--- config.mk ---
export PLATFORM = sky130hd
export DESIGN_NAME = switch_host_master_flat
export DESIGN_NICKNAME = d
export VERILOG_FILES = /design/src/rtl/switch_host_master_if.sv /design/src/rtl/switch_host_master.sv /design/src/flat_wrapper.sv
export SDC_FILE = /design/constraint.sdc
export NUM_CORES = 1
export LEC_CHECK = 0
export CAP_MARGIN = 25
export CORE_ASPECT_RATIO = 0.5
export CORE_UTILIZATION = 29
export DETAILED_ROUTE_END_ITERATION = 16
export GPL_TIMING_DRIVEN = 0
export HOLD_SLACK_MARGIN = 0.1
export PLACE_DENSITY = 0.62
export SKIP_CTS_REPAIR_TIMING = 1
export SLEW_MARGIN = 30
export SYNTH_ARGS = -nofsm -noshare
export SYNTH_HDL_FRONTEND = slang
export SYNTH_SLANG_ARGS = --single-unit
--- constraint.sdc ---
create_clock -name clk -period 2.1 [get_ports clk]
set_input_delay 0.315 -clock clk [delete_from_list [all_inputs] [get_ports clk]]
set_output_delay 0.315 -clock clk [all_outputs]
set_load 0.02 [all_outputs]
--- src/rtl/switch_host_master_if.sv ---
// Command, response and register-bus signals of the on-chip host master.
// The master modport is the DUT view; slave is the view of whoever drives commands and answers the bus.
interface switch_host_master_if;
  logic        cmd_valid;
  logic        cmd_ready;
  logic [1:0]  cmd_op;
  logic [2:0]  cmd_addr;
  logic [31:0] cmd_data;
  logic [31:0] cmd_mask;
  logic        rsp_valid;
  logic        rsp_ready;
  logic [31:0] rsp_data;
  logic        rsp_timeout;
  logic [15:0] rsp_polls;
  logic [31:0] writedata;
  logic        write;
  logic        read;
  logic [2:0]  address;
  logic        chipselect;
  logic [31:0] readdata;

  modport master (
    input  cmd_valid, cmd_op, cmd_addr, cmd_data, cmd_mask, rsp_ready, readdata,
    output cmd_ready, rsp_valid, rsp_data, rsp_timeout, rsp_polls,
           writedata, write, read, address, chipselect
  );

  modport slave (
    output cmd_valid, cmd_op, cmd_addr, cmd_data, cmd_mask, rsp_ready, readdata,
    input  cmd_ready, rsp_valid, rsp_data, rsp_timeout, rsp_polls,
           writedata, write, read, address, chipselect
  );
endinterface

--- src/rtl/switch_host_master.sv ---
// On-chip initiator for the switch register bus: single writes, reads and bounded poll-until-match.
// Optional strobe counters are enabled with the macro SWITCH_HOST_MASTER_STATS_EN.
module switch_host_master #(
  parameter int unsigned READ_LATENCY = 1,
  parameter int unsigned POLL_GAP     = 4,
  parameter int unsigned MAX_POLLS    = 16
) (
  input  logic                 clk,
  input  logic                 reset,
  switch_host_master_if.master bus,
  output logic [15:0]          stat_writes,
  output logic [15:0]          stat_reads
);
  localparam int unsigned DW = 32;
  localparam int unsigned AW = 3;
  localparam int unsigned CW = 16;
  localparam int unsigned LW = 2;
  localparam int unsigned GW = 8;

  localparam logic [2:0] IDLE     = 3'd0;
  localparam logic [2:0] ISSUE_WR = 3'd1;
  localparam logic [2:0] ISSUE_RD = 3'd2;
  localparam logic [2:0] WAIT_RD  = 3'd3;
  localparam logic [2:0] GAP      = 3'd4;
  localparam logic [2:0] RESP     = 3'd5;

  localparam logic [1:0] OP_WRITE = 2'd0;
  localparam logic [1:0] OP_POLL  = 2'd2;

  logic [2:0]    state_q, state_d;
  logic [1:0]    op_q, op_d;
  logic [DW-1:0] data_q, data_d, mask_q, mask_d;
  logic [LW-1:0] lat_q, lat_d;
  logic [GW-1:0] gap_q, gap_d;
  logic          cmd_ready_q, cmd_ready_d;
  logic          rsp_valid_q, rsp_valid_d;
  logic [DW-1:0] rsp_data_q, rsp_data_d;
  logic          rsp_timeout_q, rsp_timeout_d;
  logic [CW-1:0] polls_q, polls_d;
  logic [DW-1:0] writedata_q, writedata_d;
  logic [AW-1:0] address_q, address_d;
  logic          write_q, write_d, read_q, read_d, cs_q, cs_d;
  logic          issue_rd;
  logic          hit_c;

  assign hit_c = ((bus.readdata & mask_q) == (data_q & mask_q));

  // Next-state and next-output logic; every output register loads its value for the coming cycle.
  always_comb begin
    state_d       = state_q;
    op_d          = op_q;
    data_d        = data_q;
    mask_d        = mask_q;
    lat_d         = lat_q;
    gap_d         = gap_q;
    rsp_valid_d   = rsp_valid_q;
    rsp_data_d    = rsp_data_q;
    rsp_timeout_d = rsp_timeout_q;
    polls_d       = polls_q;
    writedata_d   = writedata_q;
    address_d     = address_q;
    write_d       = 1'b0;
    read_d        = 1'b0;
    cs_d          = 1'b0;
    issue_rd      = 1'b0;
    case (state_q)
      IDLE: begin
        if (bus.cmd_valid && cmd_ready_q) begin
          op_d          = bus.cmd_op;
          data_d        = bus.cmd_data;
          mask_d        = bus.cmd_mask;
          address_d     = bus.cmd_addr;
          rsp_data_d    = '0;
          rsp_timeout_d = 1'b0;
          if (bus.cmd_op == OP_WRITE) begin
            state_d     = ISSUE_WR;
            write_d     = 1'b1;
            cs_d        = 1'b1;
            writedata_d = bus.cmd_data;
            polls_d     = '0;
          end else begin
            issue_rd = 1'b1;
            polls_d  = CW'(1);
          end
        end
      end
      ISSUE_WR: begin
        state_d     = RESP;
        rsp_valid_d = 1'b1;
      end
      ISSUE_RD: begin
        state_d = WAIT_RD;
        lat_d   = LW'(READ_LATENCY - 1);
      end
      WAIT_RD: begin
        if (lat_q != '0) begin
          lat_d = lat_q - LW'(1);
        end else begin
          rsp_data_d = bus.readdata;
          if (op_q != OP_POLL || hit_c) begin
            state_d     = RESP;
            rsp_valid_d = 1'b1;
          end else if (polls_q >= CW'(MAX_POLLS)) begin
            state_d       = RESP;
            rsp_valid_d   = 1'b1;
            rsp_timeout_d = 1'b1;
          end else if (POLL_GAP == 0) begin
            issue_rd = 1'b1;
          end else begin
            state_d = GAP;
            gap_d   = GW'(POLL_GAP - 1);
          end
        end
      end
      GAP: begin
        if (gap_q != '0) gap_d = gap_q - GW'(1);
        else             issue_rd = 1'b1;
      end
      RESP: begin
        if (bus.rsp_ready) begin
          state_d     = IDLE;
          rsp_valid_d = 1'b0;
        end
      end
      default: state_d = IDLE;
    endcase
    // Every read strobe counts as a poll; the first one was already counted on acceptance.
    if (issue_rd) begin
      state_d = ISSUE_RD;
      read_d  = 1'b1;
      cs_d    = 1'b1;
      if (state_q != IDLE && polls_q != '1) polls_d = polls_q + CW'(1);
    end
    cmd_ready_d = (state_d == IDLE);
  end

  always_ff @(posedge clk) begin
    if (reset) begin
      state_q       <= IDLE;
      op_q          <= '0;
      data_q        <= '0;
      mask_q        <= '0;
      lat_q         <= '0;
      gap_q         <= '0;
      cmd_ready_q   <= 1'b0;
      rsp_valid_q   <= 1'b0;
      rsp_data_q    <= '0;
      rsp_timeout_q <= 1'b0;
      polls_q       <= '0;
      writedata_q   <= '0;
      address_q     <= '0;
      write_q       <= 1'b0;
      read_q        <= 1'b0;
      cs_q          <= 1'b0;
    end else begin
      state_q       <= state_d;
      op_q          <= op_d;
      data_q        <= data_d;
      mask_q        <= mask_d;
      lat_q         <= lat_d;
      gap_q         <= gap_d;
      cmd_ready_q   <= cmd_ready_d;
      rsp_valid_q   <= rsp_valid_d;
      rsp_data_q    <= rsp_data_d;
      rsp_timeout_q <= rsp_timeout_d;
      polls_q       <= polls_d;
      writedata_q   <= writedata_d;
      address_q     <= address_d;
      write_q       <= write_d;
      read_q        <= read_d;
      cs_q          <= cs_d;
    end
  end

  assign bus.cmd_ready   = cmd_ready_q;
  assign bus.rsp_valid   = rsp_valid_q;
  assign bus.rsp_data    = rsp_data_q;
  assign bus.rsp_timeout = rsp_timeout_q;
  assign bus.rsp_polls   = polls_q;
  assign bus.writedata   = writedata_q;
  assign bus.address     = address_q;
  assign bus.write       = write_q;
  assign bus.read        = read_q;
  assign bus.chipselect  = cs_q;

`ifdef SWITCH_HOST_MASTER_STATS_EN
  // Free-running strobe counters, wrapping at 16 bits.
  always_ff @(posedge clk) begin
    if (reset) begin
      stat_writes <= '0;
      stat_reads  <= '0;
    end else begin
      if (write_q) stat_writes <= stat_writes + 16'd1;
      if (read_q)  stat_reads  <= stat_reads + 16'd1;
    end
  end
`else
  assign stat_writes = '0;
  assign stat_reads  = '0;
`endif
endmodule
--- src/flat_wrapper.sv ---
// flat-port wrapper written by rule: the top's interface ports become plain ports
module switch_host_master_flat 
#(
  parameter int unsigned READ_LATENCY = 1,
  parameter int unsigned POLL_GAP     = 4,
  parameter int unsigned MAX_POLLS    = 16
)
  (clk, reset, stat_writes, stat_reads, bus_cmd_valid, bus_cmd_op, bus_cmd_addr, bus_cmd_data, bus_cmd_mask, bus_rsp_ready, bus_readdata, bus_cmd_ready, bus_rsp_valid, bus_rsp_data, bus_rsp_timeout, bus_rsp_polls, bus_writedata, bus_write, bus_read, bus_address, bus_chipselect);
  switch_host_master_if bus_i ();
  input  logic clk;
  input  logic reset;
  output logic [15:0] stat_writes;
  output logic [15:0] stat_reads;
  input wire logic [$bits(bus_i.cmd_valid)-1:0] bus_cmd_valid;
  input wire logic [$bits(bus_i.cmd_op)-1:0] bus_cmd_op;
  input wire logic [$bits(bus_i.cmd_addr)-1:0] bus_cmd_addr;
  input wire logic [$bits(bus_i.cmd_data)-1:0] bus_cmd_data;
  input wire logic [$bits(bus_i.cmd_mask)-1:0] bus_cmd_mask;
  input wire logic [$bits(bus_i.rsp_ready)-1:0] bus_rsp_ready;
  input wire logic [$bits(bus_i.readdata)-1:0] bus_readdata;
  output wire logic [$bits(bus_i.cmd_ready)-1:0] bus_cmd_ready;
  output wire logic [$bits(bus_i.rsp_valid)-1:0] bus_rsp_valid;
  output wire logic [$bits(bus_i.rsp_data)-1:0] bus_rsp_data;
  output wire logic [$bits(bus_i.rsp_timeout)-1:0] bus_rsp_timeout;
  output wire logic [$bits(bus_i.rsp_polls)-1:0] bus_rsp_polls;
  output wire logic [$bits(bus_i.writedata)-1:0] bus_writedata;
  output wire logic [$bits(bus_i.write)-1:0] bus_write;
  output wire logic [$bits(bus_i.read)-1:0] bus_read;
  output wire logic [$bits(bus_i.address)-1:0] bus_address;
  output wire logic [$bits(bus_i.chipselect)-1:0] bus_chipselect;
  assign bus_i.cmd_valid = bus_cmd_valid;
  assign bus_i.cmd_op = bus_cmd_op;
  assign bus_i.cmd_addr = bus_cmd_addr;
  assign bus_i.cmd_data = bus_cmd_data;
  assign bus_i.cmd_mask = bus_cmd_mask;
  assign bus_i.rsp_ready = bus_rsp_ready;
  assign bus_i.readdata = bus_readdata;
  assign bus_cmd_ready = bus_i.cmd_ready;
  assign bus_rsp_valid = bus_i.rsp_valid;
  assign bus_rsp_data = bus_i.rsp_data;
  assign bus_rsp_timeout = bus_i.rsp_timeout;
  assign bus_rsp_polls = bus_i.rsp_polls;
  assign bus_writedata = bus_i.writedata;
  assign bus_write = bus_i.write;
  assign bus_read = bus_i.read;
  assign bus_address = bus_i.address;
  assign bus_chipselect = bus_i.chipselect;
  switch_host_master #(.READ_LATENCY(READ_LATENCY), .POLL_GAP(POLL_GAP), .MAX_POLLS(MAX_POLLS)) u_core (.clk(clk), .reset(reset), .bus(bus_i), .stat_writes(stat_writes), .stat_reads(stat_reads));
endmodule
Word level (Yosys, flattened, before mapping)
Cells that the tools add are included.
- bits in registers: 168
- latch bits: 0
- bits in writable memories: 0
- ROM bits: 0
- word-level logic and storage cells: 100
- memories kept: 0
- $add $sub $neg: 3
- multipliers: 0
- divide/modulo/power cells: 0
- order comparisons: 1
- eq/ne operators: 17
- shift-type cells: 0
- muxes and demuxes: 41
- bitwise gates (word level): 2
- reductions and logical operators: 20
- operators with widths (operator ; number):
    $and 32x32->32 ; 2
    $mux 16 ; 4
    $mux 32 ; 2
    $pmux 32 s2 ; 1
    $eq 32x32->1 ; 1
    $mux 8 ; 4
    $mux 3 ; 6
    $pmux 3 s6 ; 1
    $mux 1 ; 17
    $add 16x1->16 const B ; 1
    $ge 16x5->1 const B ; 1
    $ne 16x16->1 const B ; 1
    $pmux 8 s2 ; 1
    $ne 2x2->1 const B ; 5
    $reduce_and 5->1 ; 2
    $ne 2x1->1 const B ; 4
    $reduce_bool 2->1 ; 4
    $reduce_bool 8->1 ; 1
    $sub 8x1->8 const B ; 1
    $eq 3x2->1 const B ; 2
    $eq 3x3->1 const B ; 2
    $logic_not 3->1 ; 2
    $reduce_and 3->1 ; 2
    $reduce_bool 3->1 ; 2
    12 further kinds ; 15

Logic depth before layout (Yosys ltp)
Gate-level depths: netlist of the first run.
- depth after elaboration: 8
- gate-level depth with buffers: 10

Worst setup path after synthesis of the first run
No wires, ideal clock.
- kind: reg2reg
- start: register u_core.polls_q[2], in the netlist u_core.bus.rsp_polls[2]
- end: register u_core.polls_q[14], in the netlist u_core.bus.rsp_polls[14]
- setup time: 0.128 ns
- data arrival time: 1.711 ns
- slack: 0.261 ns
- stages on the path, launching flop included: 8
- path buffers: 1
- cells stage by stage: dfxtp_1 -> and4_1 -> nand3_1 -> o31ai_1 -> buf_6 -> nor3_1 -> xnor2_1 -> nor2_1
- longest elaborated chain between the ends: 4
- elaborated cells on any way between the ends: 5
- classes of those cells: 1 x add/sub; 1 x eq/ne; 2 x mux; 1 x reduce/logical
- RTL lines (element ; RTL line ; RTL):
    start: declaration ; switch_host_master.sv:39 ; logic [CW-1:0] polls_q, polls_d;
    start signal: assignment ; switch_host_master.sv:166 ; polls_q <= polls_d;
    parallel branches: the longest is 2 deep, another holds $add 16x1->16 ; -- ;
    $mux 16 (*) ; switch_host_master.sv:132 ; if (state_q != IDLE && polls_q != '1) polls_d = polls_q + CW'(1);
    $mux 16 (*) ; switch_host_master.sv:128 ; if (issue_rd) begin
Every way passes the cells marked *.
A chain may end at the register's enable or synchronous reset.

Final worst setup path of the first run
- start: register u_core.state_q[0]
- end: register u_core.writedata_q[30], in the netlist u_core.bus.writedata[30]
- longest elaborated chain between the ends: 2
- RTL lines (element ; RTL line ; RTL):
    start: declaration ; switch_host_master.sv:30 ; logic [2:0] state_q, state_d;
    start signal: assignment ; switch_host_master.sv:156 ; state_q <= state_d;
    $logic_not 3->1 ; switch_host_master.sv:66 ; case (state_q)
    $reduce_and 3->1 (no source line) ; -- ;
    end signal: assignment ; switch_host_master.sv:167 ; writedata_q <= writedata_d;
    end: declaration ; switch_host_master.sv:40 ; logic [DW-1:0] writedata_q, writedata_d;
Every way passes these cells.

==> results, run 1 <==
- The run finished with clean final reports.
- The worst hold path passes through 3 cells.
- The pin count of the biggest net entering global routing is 17.
- Input and output buffers added on the ports amount to a little under 200.
- The worst hold endpoint is u_core.mask_q[23].
- The placed wire-length estimate after detailed placement is between 15 and 20 mm.
- The number of remaining DRC errors is 0.
- Dividing the final minimum period by the clock period gives 0.947.
- The logic depth of the worst register-to-register path is 8.
- The number of antenna violations at the first check in global routing is 3.
- The number of enable flip-flop cells after synthesis is 0.
- The kind of cell with the highest combined delay along the critical path is simple AND/OR/NAND/NOR gates.
- IR analysis of the VDD net gives a maximum drop of approximately 0.57 mV.
- The die covers about 25,000 um^2.
- The root buffer cell is clkbuf_16.
- The share of the synthesized netlist area taken by xor and xnor gates is 0.0575.
- The cell taking the most area after synthesis is dfxtp_1.
- The pre-antenna-repair detailed-routing pass consisted of 5 iterations.
- The congestion estimate from routability-driven global placement came to about 0.81.
- In this run the worst setup path begins at u_core.state_q[0].
- The compound-cell area share of the yosys netlist is 0.146.
- The design draws between 10 and 15 mW.
- The share of the core filled with cells is 0.436.
- The wire length of the first global-routing pass is between 30 and 40 mm.
- Of the total synthesized cell area, the portion taken by full adders, half adders and majority gates is 0.00714.
- The commonest register cell after synthesis is dfxtp_1.
- The number of setup violations in the final report is 0.
- The proportion of synthesized flip-flops having asynchronous set or reset is 0.
- The number of global-route vias before repair is 6,491.
- Hold timing on the final database bottoms out at a slack of about 430 ps.
- For this design the top-level I/O count stands at approximately 230.
- By area the synthesized netlist is led by dfxtp_1, nand2_1, a21oi_1, xor2_1, buf_4.
- The master of the slowest instance on the critical path is or2_4.
- The H-tree level count is 4.
- The clock latency of the later-clocked register in the worst-skew pair is around 430 ps.
- In this run the critical register-to-register path is launched from u_core.state_q[0].
- The layout has approximately 2,300 filler cells.
- The worst setup path is of the reg2reg kind.
- In this run the critical register-to-register path is captured at u_core.bus.writedata[30].
- The signal on the critical path passes through buf_6, or2_1, or2_4, nor3_4, buf_12, buf_2, nand2_1, a21oi_1.
- In the final routed layout, each cell accounts on average for about 16 um.
- Of the synthesized area, sequential elements account for 0.480.
- The number of synthesized register bits is about 170.
- The placement row count is 39.
- The kind of end point of the critical path is a flip-flop.
- The maximum clock frequency is between 0.5 and 0.6 GHz.
- Once detail routing completed, the nets flagged for antenna violations numbered 0.
- The largest incremental delay on the critical path is 320 ps.
- The total global routing track utilization is 0.187.
- The count of different cell masters after synthesis is 49.
- The reported leakage power is 3.62 nW.
- The floorplan step defined a core boundary enclosing about 23,000 um^2.
- The die extent in y is about 110 um.
- After synthesis, the largest family of logic cells by area is simple AND/OR/NAND/NOR gates.
- The number of placed instances with taps included is roughly 1,400.
- The maximum fanout count along the critical path is 10.
- In the post-route analysis, the smallest setup slack over all paths is 112 ps.
- The horizontal die dimension is roughly 220 um.
- The worst register-to-register path has a setup slack of about 110 ps.
- The final critical path time including I/O delays and setup is roughly 2000 ps.
- STA puts the critical path data required time at 2460 ps.
- The class of the worst hold path is in2reg.
- At the pin with the least slew margin, the transition time is roughly 760 ps.
- The clock drives approximately 170 sinks.
- The total length of routed wires is between 20 and 25 mm.
- The number of buffers and inverters on the critical path is 3.
- The multiplexer share of the synthesized area is 0.
- The remaining global-route overflow is 0.
- The relative slew slack is 0.496.
- The fraction of final layout cells sized beyond drive strength 1 is 0.0923.
- The maximum root-to-sink buffer count is 2.
- The final number of max-transition violations is 0.
- Power spread over the standard cell area amounts to 1020 nW/um^2.
- After the flow finishes, the layout carries non-filler instances totaling 1,437.
- The area of the mapped netlist is about 7000 um^2.
- The worst clock skew is 15.3 ps.
- Of the total synthesized cell area, the portion taken by AND, OR, NAND and NOR gates is 0.236.
- TritonCTS built the clock tree.
- The number of DRC violations after detailed-routing iteration 0 is a little under 400.
- The hold violation count in the final report came to 0.
- The relative area change from synthesis to final layout is 45.0%.
- The initial utilization of the core area, before any placement, comes to 0.301.
- STA puts the critical path data arrival time at between 2000 and 2500 ps.
- The average size of a mapped cell is 8.06 um^2.
- The sort of element at the start of the critical path is a flip-flop.
- After clock tree synthesis, the clock-pin slew on the worst setup and hold paths is ~80 ps.
- The CTS buffer count is 17.
- The top cell type's share of synthesized area is 0.480.
- After detailed routing, the number of vias per cell comes to between 4 and 5.
- The count of synthesis-stage warnings from yosys is 0.
- The layout net count is ~1,200.
- The synthesized instance count is about 870.
- Prior to clock tree synthesis, the placed netlist has a worst setup slack of -718 ps.
- The worst hold path begins at bus_cmd_mask[23].
- The via count is between 6,000 and 7,000.
- The max-capacitance violation count is 0.
## per-layer routing
layer,vias up,wire length [um],GRT usage
met5,-,0,0
met4,0,590,0.0745
met3,36,1220,0.0422
met2,179,11700,0.318
met1,3176,10100,0.230
li1,3331,-,-
## registers in the layout, indices dropped and copies added, names as in the netlist
register	flops
u_core.bus.rsp_data	32
u_core.bus.writedata	32
u_core.data_q	32
u_core.mask_q	32
u_core.bus.rsp_polls	16
u_core.gap_q	8
u_core.bus.address	3
u_core.state_q	3
u_core.lat_q	2
u_core.op_q	2
u_core.bus.chipselect	1
u_core.bus.cmd_ready	1
u_core.bus.read	1
u_core.bus.rsp_timeout	1
u_core.bus.rsp_valid	1
u_core.bus.write	1
## cell usage in the layout, fill, tap and decap left out, types with 2 or more instances in the layout
master,Yosys,final
a21oi_1,144,144
a221oi_1,2,2
a22oi_1,16,16
and3_1,3,3
and4_1,2,2
buf_2,12,12
buf_4,33,35
buf_6,3,3
bufinv_16,0,4
clkbuf_1,37,35
clkbuf_16,0,17
clkbuf_2,0,3
clkdlybuf4s50_1,0,193
clkinvlp_4,0,4
conb_1,1,32
dfxtp_1,168,168
diode_2,0,3
ha_1,4,4
inv_1,8,8
inv_8,0,2
nand2_1,251,250
nand2b_1,2,2
nand3_1,43,43
nand4_1,5,5
nor2_1,22,21
nor3_1,15,13
nor3_2,3,3
nor3_4,1,3
nor3b_1,2,2
nor4_1,4,4
o211ai_1,2,2
o21ai_0,10,9
o31a_1,2,2
or3_1,5,5
xnor2_1,10,10
xor2_1,36,36
## worst min-delay path, stage by stage
cell and delay, ps:
clkdlybuf4s50_1 400, nand2_1 60, a21oi_1 50
## per-stage QoR
step                      TNS (ps)  cell area [um^2]
after floorplan                  0              7120
final                            0             10200
after global placement      -51650              9440
after global routing         -11.8             10200
after detailed placement    -44640              9450
after CTS                   -15430             10100
## power by group
group          total (mW)  internal (mW)  leakage [nW]  switching, mW
sequential           3.93           3.62          1.36          0.310
combinational        3.10           1.26          1.97           1.84
clock                3.39           2.01         0.294           1.37
total                10.4           6.89          3.62           3.52
## cells in the mapped netlist, types with 4 or more instances
master	instances
nor4_1	4
xor2_1	36
dfxtp_1	168
inv_1	8
ha_1	4
buf_4	33
nor2_1	22
nor3_1	15
nand3_1	43
clkbuf_1	37
nand2_1	251
a21oi_1	144
a22oi_1	16
o21ai_0	10
or3_1	5
buf_2	12
xnor2_1	10
nand4_1	5
## final cells by class
cell class / instances / area, um^2 / area share
flip-flops and latches: 168 / 3360 / 0.331
inverters: 9 / 33.8 / 0.00333
clock inverters: 13 / 195 / 0.0192
well taps: 307 / 384 / 0.0378
repair buffers: 196 / 1970 / 0.194
diodes: 3 / 7.51 / 0.000739
multi-input cells: 638 / 3300 / 0.324
plain buffers: 84 / 480 / 0.0473
clock buffers: 19 / 433 / 0.0426
## worst max path at each step
stage,end,cells past startpoint
2_1_floorplan,u_core.bus.rsp_polls[14],7
3_3_place_gp,u_core.bus.writedata[15],7
3_5_place_dp,u_core.bus.writedata[18],7
4_1_cts,u_core.bus.writedata[22],7
5_1_grt,u_core.bus.rsp_polls[9],9
6_report,u_core.bus.writedata[30],8
## cell families (layout without fill, tap and decap cells)
logic type / after synthesis / in the layout
adders and majority gates: 4 / 4
AOI/OAI and AO/OA: 185 / 185
DFF: 168 / 168
other: 1 / 35
xor gates and xnor gates: 46 / 46
and+or+nand+nor: 371 / 371
buffers and inverters: 94 / 321
Power figures use the tool's default switching activity.
==> run 2: changes to the inputs <==
Settings changed: CORE_ASPECT_RATIO 0.5 to default.
==> run 2 against run 1 <==
Sequential power hardly changed. Highest routed layer unchanged. Cell area is 0.22% higher. Critical path depth stayed put. Setup slack worse by 76 ps. Largest power group unchanged. Sequential share of layout area is 0.073 points lower. Sequential cell count stayed put. Routed wire length is 2.2% higher. Clock-buffer cell count is 4 higher. Maximum frequency is 3.7% lower.
==> results, run 2 (synthesis gave the netlist of run 1 again) <==
- The flow ran to the end, and the final reports show no timing, DRC or antenna violations.
- The number of placed instances with taps included is 1,412.
- The final layout contains routed wiring with a total length of roughly 24 mm.
- The worst path needs 2060 ps of the cycle, external delays included.
- The minimum hold slack is around 430 ps.
- After floorplanning, the core was divided into 56 placement rows.
- The filler cells instantiated in the layout total between 2,000 and 2,500.
- The CTS buffer count is 17.
- The H-tree level count is 4.
- STA classifies the critical path endpoint as a flip-flop.
- The max-capacitance violation count is 0.
- In the layout the commonest cells are nand2_1, clkdlybuf4s50_1, dfxtp_1.
- The boundary pin count is 226.
- In the final layout, the share of cells above drive strength 1 is 0.0959.
- The post-detailed-route via-to-cell ratio is around 4.6.
- The number of port buffers is just under 200.
- The reported leakage power is 3.64 nW.
- Power spread over the standard cell area amounts to between 1000 and 1500 nW/um^2.
- The maximum ir drop on the vdd rail is around 0.45 mV.
- The die covers 24,800 um^2.
- Detailed placement ended at an HPWL of between 15 and 20 mm.
- At the later pin of the worst-skew pair, clock insertion delay measures approximately 430 ps.
- The worst setup path is launched from an input pin.
- The critical path class is in2reg.
- The clock input transition at the sequential cells of the worst setup and hold paths is ~60 ps.
- The final number of max-transition violations was 0.
- The die extent in y is approximately 160 um.
- The starting density of the core is 0.297.
- The number of antenna violations at the first check in global routing is 1.
- Entering global routing, the biggest net connects 17 pins.
- Data on the critical path is required at its endpoint by 2420 ps.
- The hold violation count in the final report is 0.
- For this run, the total global-route usage over all layers was measured as 0.194.
- Leaving out fill and tap cells, the most frequent cell in the layout is nand2_1.
- The maximum root-to-sink buffer count is 2.
- At the pin with the least slew margin, the transition time is just over 700 ps.
- Dividing the final minimum period by the clock period gives 0.983.
- The number of remaining DRC errors is 0.
- The maximum fanout count along the critical path is 4.
- The relative slew slack is 0.523.
- CTS placed an instance of clkbuf_16 at the clock tree root.
- The class of the worst hold path is in2reg.
- In this run, the number of DRC markers left after iteration 0 of detailed routing was about 380.
- The non-filler instance count after layout is 1,446.
- The maximum clock frequency is approximately 0.48 GHz.
- The wire length of the first global-routing pass is between 30 and 40 mm.
- The remaining global-route overflow is 0.
- The die is 157 um wide.
- The data arrival time of the worst path is roughly 2400 ps.
- The relative area change from synthesis to final layout is 45.3%.
- The routed length per instance is approximately 17 um.
- Counting every sink on the clock net gives 168.
- Setup violations remaining at the end of the flow were counted as 0.
- The via count is ~6,700.
- The routability congestion estimate from global placement is between 0.8 and 0.9.
- The detailed-router iteration count before antenna repair is 5.
- Once detail routing completed, the nets flagged for antenna violations numbered 0.
- The number of global-route vias before repair came to 6,111.
- The area of the core region is roughly 24,000 um^2.
- The net count of the finished layout is approximately 1,200.
- The worst clock skew is about 22 ps.
- The CTS tree is done.
run 2: changes by cell type in the layout (fill, tap and decap cells not counted), sizes merged:
| cell | previous run | this run |
|---|---|---|
| clkinvlp | 4 | 3 |
| diode | 3 | 1 |
| bufinv | 4 | 3 |
| inv | 12 | 10 |
| buf | 51 | 50 |
| clkbuf | 55 | 59 |
run 2: cell type report:
class                      count  area [um^2]  area share
antenna                        1         2.50    0.000246
buffer                        84          488      0.0479
clock buffer                  23          508      0.0499
clock inverter                 9          135      0.0133
inverter                       9         33.8     0.00332
multi-input combinational    638         3310       0.325
sequential                   168         3360       0.330
tap                          319          399      0.0392
timing repair buffer         195         1950       0.191
run 2: through the flow:
step                      cell area, um^2  power (mW)  utilization  setup WS (ps)  TNS [ps]
final                               10200        10.4        0.431           35.8         0
after global routing                10200        10.9        0.431          -6.05     -6.05
after CTS                           10100        10.3        0.428           -705    -25050
after detailed placement             9460        6.92        0.401           -875    -51390
after global placement               9460        6.87        0.400           -989    -61980
after floorplan                      7120        5.82            -            261         0
run 2: critical path, cell delays in order:
cell and delay [ps]:
clkdlybuf4s50_1 510, xor2_1 220, a22oi_1 260, nand4_1 190
nor4_4 300, buf_4 190, o21ai_0 110, a221oi_1 280
run 2: power by group:
| part | total [mW] | internal [mW] | switching [mW] |
|---|---|---|---|
| clock network | 3.40 | 2.07 | 1.33 |
| registers | 3.93 | 3.62 | 0.305 |
| logic | 3.09 | 1.25 | 1.84 |
run 2: worst paths after layout:
| check | startpoint | slack, ps | depth (start not counted) | end |
|---|---|---|---|---|
| max | bus_readdata[5] | 40 | 8 | u_core.bus.rsp_valid |
| min | bus_cmd_mask[29] | 430 | 3 | u_core.mask_q[29] |
| max reg2reg | u_core.state_q[0] | 100 | 6 | u_core.op_q[1] |
| min reg2reg | u_core.bus.writedata[4] | 450 | 2 | u_core.bus.writedata[4] |
run 2: layer usage:
metal | routed length (um) | share of wire | track usage
met1 | 10800 | 0.45 | 0.261
met2 | 11500 | 0.48 | 0.316
met3 | 1350 | 0.056 | 0.0281
met4 | 477 | 0.020 | 0.0693
met5 | 0 | 0 | 0
